$ cat src/rtl/bmcp_recv.sv
// Receive half of the MCP clock-domain crossing: synchronizes the sender's toggle
// enable, captures the quiet data bus, and returns a toggle ack per consumed word.
module bmcp_recv #(
  parameter int unsigned DW          = 8,
  parameter int unsigned SYNC_STAGES = 2
) (
  input  logic          bclk,
  input  logic          brst,
  input  logic [DW-1:0] adata,
  input  logic          a_en,
  input  logic          bload,
  output logic [DW-1:0] bdata,
  output logic          bvalid,
  output logic          b_ack,
  output logic          berr,
  output logic [7:0]    bcnt
);

  localparam int unsigned CW = 8;

  typedef enum logic {
    ST_EMPTY = 1'b0,
    ST_VALID = 1'b1
  } state_t;

  state_t                 state;
  state_t                 state_nxt;
  logic [SYNC_STAGES-1:0] sync;
  logic                   hist;
  logic                   bpulse_c;
  logic [DW-1:0]          bdata_nxt;
  logic                   ack_nxt;
  logic                   err_nxt;
  logic [CW-1:0]          cnt_nxt;

  // a_en synchronizer plus one history flop; only the enable crosses through flops
  always_ff @(posedge bclk) begin
    if (brst) begin
      sync <= '0;
      hist <= 1'b0;
    end else begin
      sync <= {sync[SYNC_STAGES-2:0], a_en};
      hist <= sync[SYNC_STAGES-1];
    end
  end

  assign bpulse_c = sync[SYNC_STAGES-1] ^ hist;

  // State and output registers
  always_ff @(posedge bclk) begin
    if (brst) begin
      state <= ST_EMPTY;
      bdata <= '0;
      b_ack <= 1'b0;
      berr  <= 1'b0;
      bcnt  <= '0;
    end else begin
      state <= state_nxt;
      bdata <= bdata_nxt;
      b_ack <= ack_nxt;
      berr  <= err_nxt;
      bcnt  <= cnt_nxt;
    end
  end

  assign bvalid = (state == ST_VALID);

  // A word arriving while one is still held is dropped and flagged; bload still consumes
  always_comb begin
    state_nxt = state;
    bdata_nxt = bdata;
    ack_nxt   = b_ack;
    err_nxt   = berr;
    cnt_nxt   = bcnt;
    unique case (state)
      ST_EMPTY: begin
        if (bpulse_c) begin
          bdata_nxt = adata;
          state_nxt = ST_VALID;
        end
      end
      ST_VALID: begin
        if (bpulse_c) begin
          err_nxt = 1'b1;
        end
        if (bload) begin
          state_nxt = ST_EMPTY;
          ack_nxt   = ~b_ack;
          cnt_nxt   = bcnt + CW'(1);
        end
      end
      default: state_nxt = ST_EMPTY;
    endcase
  end

endmodule

$ cat config.mk
export PLATFORM = sky130hd
export DESIGN_NAME = bmcp_recv
export DESIGN_NICKNAME = d
export VERILOG_FILES = /design/src/rtl/bmcp_recv.sv
export SDC_FILE = /design/constraint.sdc
export NUM_CORES = 1
export LEC_CHECK = 0
export CAP_MARGIN = 10
export CORE_MARGIN = 8
export CORE_UTILIZATION = 41
export CTS_BUF_LIST = sky130_fd_sc_hd__clkbuf_4
export DETAILED_ROUTE_END_ITERATION = 8
export PLACE_DENSITY = 0.87
export SYNTH_ARGS = -nofsm -noshare
export SYNTH_HDL_FRONTEND = slang
export SYNTH_SLANG_ARGS = --single-unit
$ cat constraint.sdc
create_clock -name bclk -period 3.2 [get_ports bclk]
set_clock_uncertainty 0.2 [all_clocks]
set_input_delay 0.64 -clock bclk [delete_from_list [all_inputs] [get_ports bclk]]
set_output_delay 0.64 -clock bclk [all_outputs]
set_load 0.01 [all_outputs]
==> results of run 1 <==
-- where the power goes --
part,leakage [nW],internal [mW],switching [mW],total (mW)
sequential,0.179,0.283,0.00823,0.291
clock,0.0138,0.0438,0.0723,0.116
combinational,0.206,0.0319,0.0254,0.0572
-- state kept, by name, indices dropped and copies added, names as in the netlist --
register / count
sync: 2
bdata: 8
bcnt: 8
hist: 1
bvalid: 1
b_ack: 1
berr: 1
-- layout by cell type, fill, tap and decap left out, types with 2 or more instances in the layout --
cell type | Yosys | routed
a21oi_1 | 16 | 16
clkdlybuf4s50_1 | 0 | 30
nand3_1 | 11 | 11
clkbuf_4 | 0 | 3
inv_1 | 2 | 2
nor2_1 | 4 | 4
xor2_1 | 3 | 3
dfxtp_1 | 22 | 22
xnor2_1 | 2 | 2
nor2b_1 | 3 | 3
o21ai_0 | 12 | 12
nand2_1 | 3 | 3
or3_1 | 3 | 3
-- area by class of cell --
cell class                 count  share of cell area
clock buffer                   3              0.0192
inverter                       3             0.00962
multi-input combinational     64               0.310
sequential                    22               0.376
tap                           27              0.0288
timing repair buffer          30               0.256
-- layer usage --
metal,global-route usage,share of wire,wire [um],up-vias
li1,-,-,-,385
met1,0.128,0.42,855,363
met2,0.214,0.50,1030,22
met3,0.0275,0.061,125,6
met4,0.0399,0.014,29,0
met5,0,0,0,-
-- per-stage QoR --
stage	power, mW	setup slack (ps)
after floorplan	0.320	1610
final	0.465	809
after detailed placement	0.355	925
after global routing	0.486	729
after CTS	0.467	802
after global placement	0.353	1000
-- kinds of logic (layout without fill, tap and decap cells) --
family	count (synthesis)	in the layout
compound gates	29	29
xor+xnor	5	5
fa+ha+maj	1	1
buf+inv	6	36
flops	22	22
simple gates	29	29
-- worst max path at each step --
stage	from	endpoint
after floorplan	bload	bcnt[7]
after global placement	bload	bcnt[7]
after detailed placement	bload	bcnt[7]
after CTS	bvalid	bvalid
after global routing	bvalid	bvalid
final	bvalid	bvalid
==> impl_metrics.tcl, run 1 <==
set metrics [dict create \
    status "completed" \
    core_sq_mm 0.00192 \
    dpl_cell_area_sq_mm 0.00115 \
    pin_count 31 \
    routed_wl_mm 2.04 \
    ys_async_sr_fraction 0 \
    path_class "flip-flop to primary output" \
    first_pass_iters 5 \
    maxCapViolCount 0 \
    relSlewSlack 0.504 \
    cts_tree "built" \
    via_count 776 \
    synth-adder-area-share 0.0152 \
    final_max_slew_viol_count 0 \
    dp_cells 146 \
    synth_warnings 0 \
    holdPathEnd "sync[1]" \
    critPathLaunchType "flip-flop" \
    rows 16 \
    drtIter0Drc 9 \
    synth-simple-area-share 0.192 \
    setup_viol 0 \
    timing.rr.end "bcnt[7]" \
    synth.top_cell.area_share 0.533 \
    fmax_mhz 418 \
    period_share 0.747 \
    yosysSeqAreaShare 0.533 \
    syn_inst 92 \
    worstMarginPinSlew_ps 742 \
    peakVddDrop_mv 0.250 \
    synth.distinct_cells 20 \
    grt_pass1_vias 796 \
    start_util 0.430 \
    fin_util 0.609 \
    cpMaxStageDelayCell "clkdlybuf4s50_1" \
    track_usage 0.117 \
    area_delta_synth_final_pct 41.8 \
    wire_per_inst_um 13.7 \
    synth_edf_count 0 \
    synth-compound-area-share 0.179 \
    hold_ws_ps 257 \
    synth_most_common_cell "dfxtp_1" \
    synth_mux_area_frac 0 \
    routabilityCongestion 0.687 \
    synth_top_family_by_area "simple AND/OR/NAND/NOR gates" \
    path_depth 1 \
    synth_xor_area_frac 0.0530 \
    ff_latch_area_sq_um 440 \
    leakagePower_nw 0.399 \
    cts.sinks 22 \
    ctsHoldBuffers 0 \
    grt_max_degree 23 \
    cts_buffers 3 \
    cp_top_family "buffers and inverters" \
    worstPathArrival_ps 1550 \
    worstHoldStart "sync[0]" \
    drc 0 \
    yosys-top-cells-count "dfxtp_1, a21oi_1, o21ai_0" \
    gr-total-overflow 0 \
    synth_nets 105 \
    die_area_sq_mm 0.00371 \
    htreeDepth 1 \
    numPortBuffers 30 \
    powerDensity_mw_per_mm2 397 \
    postCtsSetupBuffers 0 \
    cts_root_buffer "clkbuf_4" \
    multi_input_area_sq_um 363 \
    dp.final_hpwl_mm 1.50 \
    die_w_um 60.9 \
    setup_tns_ps 0 \
    nets 137 \
    hold_viol 0 \
    reg2reg_slack_ps 1390 \
    critPathBufInv 1 \
    cp_cell_sequence "clkdlybuf4s50_1" \
    drive_above_1_share 0.0410 \
    critPathCaptureType "primary output" \
    synth.avg_cell_area_sq_um 8.98 \
    antenna_found_initial 0 \
    yosys.area.top_type "dfxtp_1" \
    grt_pass1_wl_mm 3.37 \
    synth_seq_cells 22 \
    period_needed_ps 2390 \
    clk_latency_ps 290 \
    hold_path_class "flip-flop to flip-flop" \
    cp.required_ps 2360 \
    path_clk_slew_ps 100 \
    r2r_start "bvalid" \
    max_stage_delay_ps 640 \
    yosys_most_used_dff "dfxtp_1" \
    grt_setup_unrepaired "false" \
    die_h_um 60.9 \
    synth_area_leaders "dfxtp_1, a21oi_1, o21ai_0" \
    diodes 0 \
    critical_path.max_fanout 15 \
    viasPerCell 5.21 \
    n_fill_cell 171 \
    design_area_sq_mm 0.00117 \
    syn-cell-area_sq_um 826 \
    fin_cells 149 \
    cts_resized 0 \
    min_delay_path_depth 1 \
    cts.path.max_buffers 2 \
    ant_nets 0 \
    reg2reg_depth 3 \
]
(Power assumes the default switching activity.)
==> run 2, diff against run 1 <==
--- a/config.mk
+++ b/config.mk
@@ -7,10 +7,10 @@
 export LEC_CHECK = 0
 export CAP_MARGIN = 10
 export CORE_MARGIN = 8
-export CORE_UTILIZATION = 41
+export CORE_UTILIZATION = 40
 export CTS_BUF_LIST = sky130_fd_sc_hd__clkbuf_4
 export DETAILED_ROUTE_END_ITERATION = 8
-export PLACE_DENSITY = 0.87
+export PLACE_DENSITY = 0.88
 export SYNTH_ARGS = -nofsm -noshare
 export SYNTH_HDL_FRONTEND = slang
 export SYNTH_SLANG_ARGS = --single-unit
==> constraint.sdc (replaced) <==
create_clock -name bclk -period 2.18 [get_ports bclk]
set_clock_uncertainty 0.2 [all_clocks]
set_input_delay 0.436 -clock bclk [delete_from_list [all_inputs] [get_ports bclk]]
set_output_delay 0.436 -clock bclk [all_outputs]
set_load 0.01 [all_outputs]
==> run 2 against run 1 <==
Against the previous run: final cell count is 2.7% higher; utilization is 0.096 points higher; flip-flop and latch count stayed put; highest routed layer unchanged; clock power is 55% higher; sequential power is 45% higher; combinational power is 62% higher; register-to-register slack worse by 880 ps; largest cell class unchanged; count of clock-buffer cells in the layout stayed put; non-clock buffer count is 3 higher; critical path depth stayed put; total power is 50% higher; global-route usage is 0.073 points higher.
==> impl_metrics.tcl, run 2 (synthesis gave the netlist of run 1 again) <==
set metrics [dict create \
    status "completed" \
    peakVddDrop_mv 0.338 \
    nets 140 \
    track_usage 0.118 \
    cp_top_family "buffers and inverters" \
    period_share 0.896 \
    relSlewSlack 0.597 \
    cp_cell_sequence "clkdlybuf4s50_1" \
    cts_resized 0 \
    area_delta_synth_final_pct 45.0 \
    top_regs "bcnt: 8 flops, bdata: 8 flops, sync: 2 flops" \
    critPathCaptureType "primary output" \
    grt_pass1_vias 784 \
    wire_per_inst_um 13.6 \
    grt_max_degree 15 \
    diodes 0 \
    cts.path.max_buffers 2 \
    routabilityCongestion 0.765 \
    cts_tree "built" \
    mostFrequentLayoutCell "clkdlybuf4s50_1" \
    die_w_um 61.4 \
    setup_tns_ps 0 \
    grt_pass1_wl_mm 3.41 \
    min_delay_path_depth 1 \
    worstMarginPinSlew_ps 600 \
    via_count 789 \
    worstHoldStart "sync[0]" \
    htreeDepth 1 \
    start_util 0.421 \
    maxCapViolCount 0 \
    cpMaxStageDelayCell "clkdlybuf4s50_1" \
    routed_wl_mm 2.09 \
    final_cell_mix "clkdlybuf4s50_1, dfxtp_1, a21oi_1" \
    first_pass_iters 4 \
    setup_viol 0 \
    dp.final_hpwl_mm 1.65 \
    n_fill_cell 190 \
    worstPathArrival_ps 1320 \
    final_max_slew_viol_count 0 \
    reg2reg_depth 4 \
    drtIter0Drc 15 \
    path_depth 1 \
    critical_path.max_fanout 5 \
    rows 16 \
    critPathLaunchType "flip-flop" \
    ctsHoldBuffers 0 \
    pin_count 31 \
    critPathBufInv 1 \
    reg2reg_slack_ps 510 \
    cts_buffers 3 \
    hold_path_class "flip-flop to flip-flop" \
    leakagePower_nw 0.415 \
    antenna_found_initial 0 \
    path_clk_slew_ps 110 \
    powerDensity_mw_per_mm2 581 \
    holdPathEnd "sync[1]" \
    ant_nets 0 \
    die_area_sq_mm 0.00377 \
    path_class "flip-flop to primary output" \
    grt_setup_unrepaired "false" \
    cts.sinks 22 \
    drive_above_1_share 0.0635 \
    postCtsSetupBuffers 0 \
    die_h_um 61.4 \
    hold_viol 0 \
    viasPerCell 5.16 \
    period_needed_ps 1950 \
    timing.rr.end "bcnt[7]" \
    max_stage_delay_ps 580 \
    drc 0 \
    numPortBuffers 30 \
    gr-total-overflow 0 \
    cts_root_buffer "clkbuf_4" \
    hold_ws_ps 268 \
    cp.required_ps 1540 \
    fmax_mhz 512 \
    r2r_start "bvalid" \
    core_sq_mm 0.00196 \
    clk_latency_ps 290 \
]
run 2: cell types whose count changed in the layout (fill, tap and decap cells not counted), sizes merged:
cell,delta
clkinv,+1
buf,+3
run 2: layout make-up:
| cell class | count | area [sq um] | share of cell area |
|---|---|---|---|
| Sequential cell | 22 | 440 | 0.368 |
| Inverter | 3 | 11.3 | 0.00940 |
| Clock buffer | 3 | 22.5 | 0.0188 |
| Multi-Input combinational cell | 64 | 363 | 0.303 |
| Tap cell | 27 | 33.8 | 0.0282 |
| Timing Repair Buffer | 33 | 323 | 0.270 |
| Clock inverter | 1 | 3.75 | 0.00313 |
run 2: how the worst max path moves through the flow:
stage | to | from | slack, ps
final | bcnt[4] | bcnt[4] | 230
after global routing | bcnt[3] | bcnt[3] | 170
after CTS | bcnt[3] | bcnt[3] | 220
after detailed placement | bcnt[7] | bload | 110
after global placement | bcnt[7] | bload | 210
after floorplan | bcnt[6] | bcnt[0] | 680
run 2: stage by stage:
| stage | std cells | instance area [sq um] | util | power, mW | setup WS [ps] |
|---|---|---|---|---|---|
| 3_5_place_dp | 149 | 1170 | 0.597 | 0.526 | 105 |
| 5_1_grt | 153 | 1200 | 0.610 | 0.733 | 168 |
| 3_3_place_gp | 149 | 1170 | 0.597 | 0.523 | 209 |
| 6_report | 153 | 1200 | 0.610 | 0.696 | 227 |
| 4_1_cts | 153 | 1200 | 0.610 | 0.704 | 218 |
| 2_1_floorplan | 92 | 826 | - | 0.469 | 677 |
run 2: metal layers:
metal	wire length [um]	vias to the layer above	GRT usage
met5	0	-	0
met4	31	0	0.0584
met3	174	4	0.0355
met2	1000	27	0.206
met1	880	362	0.126
li1	-	396	-
run 2: power breakdown:
group | switching [mW] | leakage (nW) | internal (mW)
logic | 0.0420 | 0.221 | 0.0509
registers | 0.00755 | 0.179 | 0.415
clock network | 0.114 | 0.0154 | 0.0666
==> run 3, diff against run 2 <==
--- a/config.mk
+++ b/config.mk
@@ -11,6 +11,7 @@
 export CTS_BUF_LIST = sky130_fd_sc_hd__clkbuf_4
 export DETAILED_ROUTE_END_ITERATION = 8
 export PLACE_DENSITY = 0.88
+export REMOVE_ABC_BUFFERS = 1
 export SYNTH_ARGS = -nofsm -noshare
 export SYNTH_HDL_FRONTEND = slang
 export SYNTH_SLANG_ARGS = --single-unit
==> run 3 against run 2 <==
Against the previous run: register-to-register slack gained 20 ps; critical path depth is the same; combinational power shrank 2%; clock power shrank 4%; setup slack lost 11 ps; critical path type unchanged.
==> impl_metrics.tcl, run 3 (synthesis gave the netlist of run 1 again) <==
set metrics [dict create \
    status "completed" \
    grt_pass1_wl_mm 3.35 \
    rows 16 \
    dpl_cell_area_sq_mm 0.00116 \
    comb_power_share 0.133 \
    diodes 0 \
    period_share 0.901 \
    cts_buffers 3 \
    start_util 0.421 \
    powerDensity_mw_per_mm2 578 \
    final_cell_mix "clkdlybuf4s50_1, dfxtp_1, a21oi_1" \
    worstPathArrival_ps 1330 \
    p_total_uw 685 \
    hold_path_class "flip-flop to flip-flop" \
    critical_path.max_fanout 6 \
    mostFrequentLayoutCell "clkdlybuf4s50_1" \
    htreeDepth 1 \
    cp_cell_sequence "clkdlybuf4s50_1" \
    n_fill_cell 179 \
    drc 0 \
    clk_latency_ps 290 \
    cts_root_buffer "clkbuf_4" \
    die_w_um 61.4 \
    cpMaxStageDelayCell "clkdlybuf4s50_1" \
    first_pass_iters 4 \
    peakVddDrop_mv 0.367 \
    setup_tns_ps 0 \
    design_area_sq_mm 0.00119 \
    sw_frac_of_total 0.228 \
    drtIter0Drc 23 \
    hold_viol 0 \
    path_clk_slew_ps 110 \
    nets 139 \
    cp.required_ps 1540 \
    pwr-share-clk 0.250 \
    via_count 785 \
    maxCapViolCount 0 \
    fmax_mhz 509 \
    ctsHoldBuffers 0 \
    path_class "flip-flop to primary output" \
    critPathCaptureType "primary output" \
    drive_above_1_share 0.0565 \
    relSlewSlack 0.581 \
    viasPerCell 5.20 \
    numPortBuffers 30 \
    ant_nets 0 \
    routed_wl_mm 2.08 \
    antenna_found_initial 0 \
    power.internal_uw 529 \
    cts.path.max_buffers 2 \
    pin_count 31 \
    grt_setup_unrepaired "false" \
    gr-total-overflow 0 \
    period_needed_ps 1960 \
    dp.final_hpwl_mm 1.59 \
    area_delta_synth_final_pct 43.6 \
    critPathLaunchType "flip-flop" \
    cts.sinks 22 \
    grt_pass1_vias 759 \
    cp_top_family "buffers and inverters" \
    cts_tree "built" \
    cts_resized 0 \
    setup_viol 0 \
    wire_per_inst_um 13.7 \
    routabilityCongestion 0.749 \
    top_regs "bcnt: 8 flops, bdata: 8 flops, sync: 2 flops" \
    critPathBufInv 1 \
    die_area_sq_mm 0.00377 \
    track_usage 0.116 \
    leakagePower_nw 0.409 \
    postCtsSetupBuffers 0 \
    grt_max_degree 23 \
    worstMarginPinSlew_ps 624 \
    core_sq_mm 0.00196 \
    seq_power_share 0.617 \
    die_h_um 61.4 \
    final_max_slew_viol_count 0 \
    p_switching_uw 156 \
    max_stage_delay_ps 580 \
]
-- run 3: cell types whose count changed in the layout (fill, tap and decap cells not counted) --
cell	delta
buf_4	-1
clkinv_1	-1
-- run 3: through the flow --
| step | hold slack [ps] | std cells | setup slack, ps | utilization |
|---|---|---|---|---|
| after floorplan | 214 | 89 | 622 | - |
| final | 259 | 151 | 216 | 0.605 |
| after CTS | 259 | 151 | 215 | 0.605 |
| after global routing | 269 | 151 | 168 | 0.605 |
| after global placement | 218 | 148 | 208 | 0.593 |
| after detailed placement | 240 | 148 | 96.0 | 0.593 |
-- run 3: final timing paths --
check | from | end | slack [ps] | cells past startpoint
worst max-delay path | bcnt[3] | bcnt[3] | 220 | 1
worst max register to register | bvalid | bcnt[7] | 530 | 4
worst min register to register | sync[0] | sync[1] | 260 | 1
worst min-delay path | sync[0] | sync[1] | 260 | 1
-- run 3: power by group through the flow --
stage | combinational (mW) | clock [mW] | sequential, mW
after detailed placement | 0.0917 | 0 | 0.432
after CTS | 0.0921 | 0.178 | 0.423
after global routing | 0.100 | 0.197 | 0.425
final | 0.0911 | 0.172 | 0.423
after global placement | 0.0893 | 0 | 0.432
after floorplan | 0.0242 | 0 | 0.440
-- run 3: final cells by class --
cell class,instances,area [sq um],share of cell area
sequential,22,440,0.371
multi-input combinational,64,363,0.306
timing repair buffer,32,315,0.266
tap,27,33.8,0.0285
clock buffer,3,22.5,0.0190
inverter,3,11.3,0.00949
-- run 3: layer usage --
metal	vias up	GRT usage	wire [um]
met1	356	0.135	917
met3	2	0.0334	199
met2	38	0.193	935
li1	389	-	-
met4	0	0.0552	24
met5	-	0	0
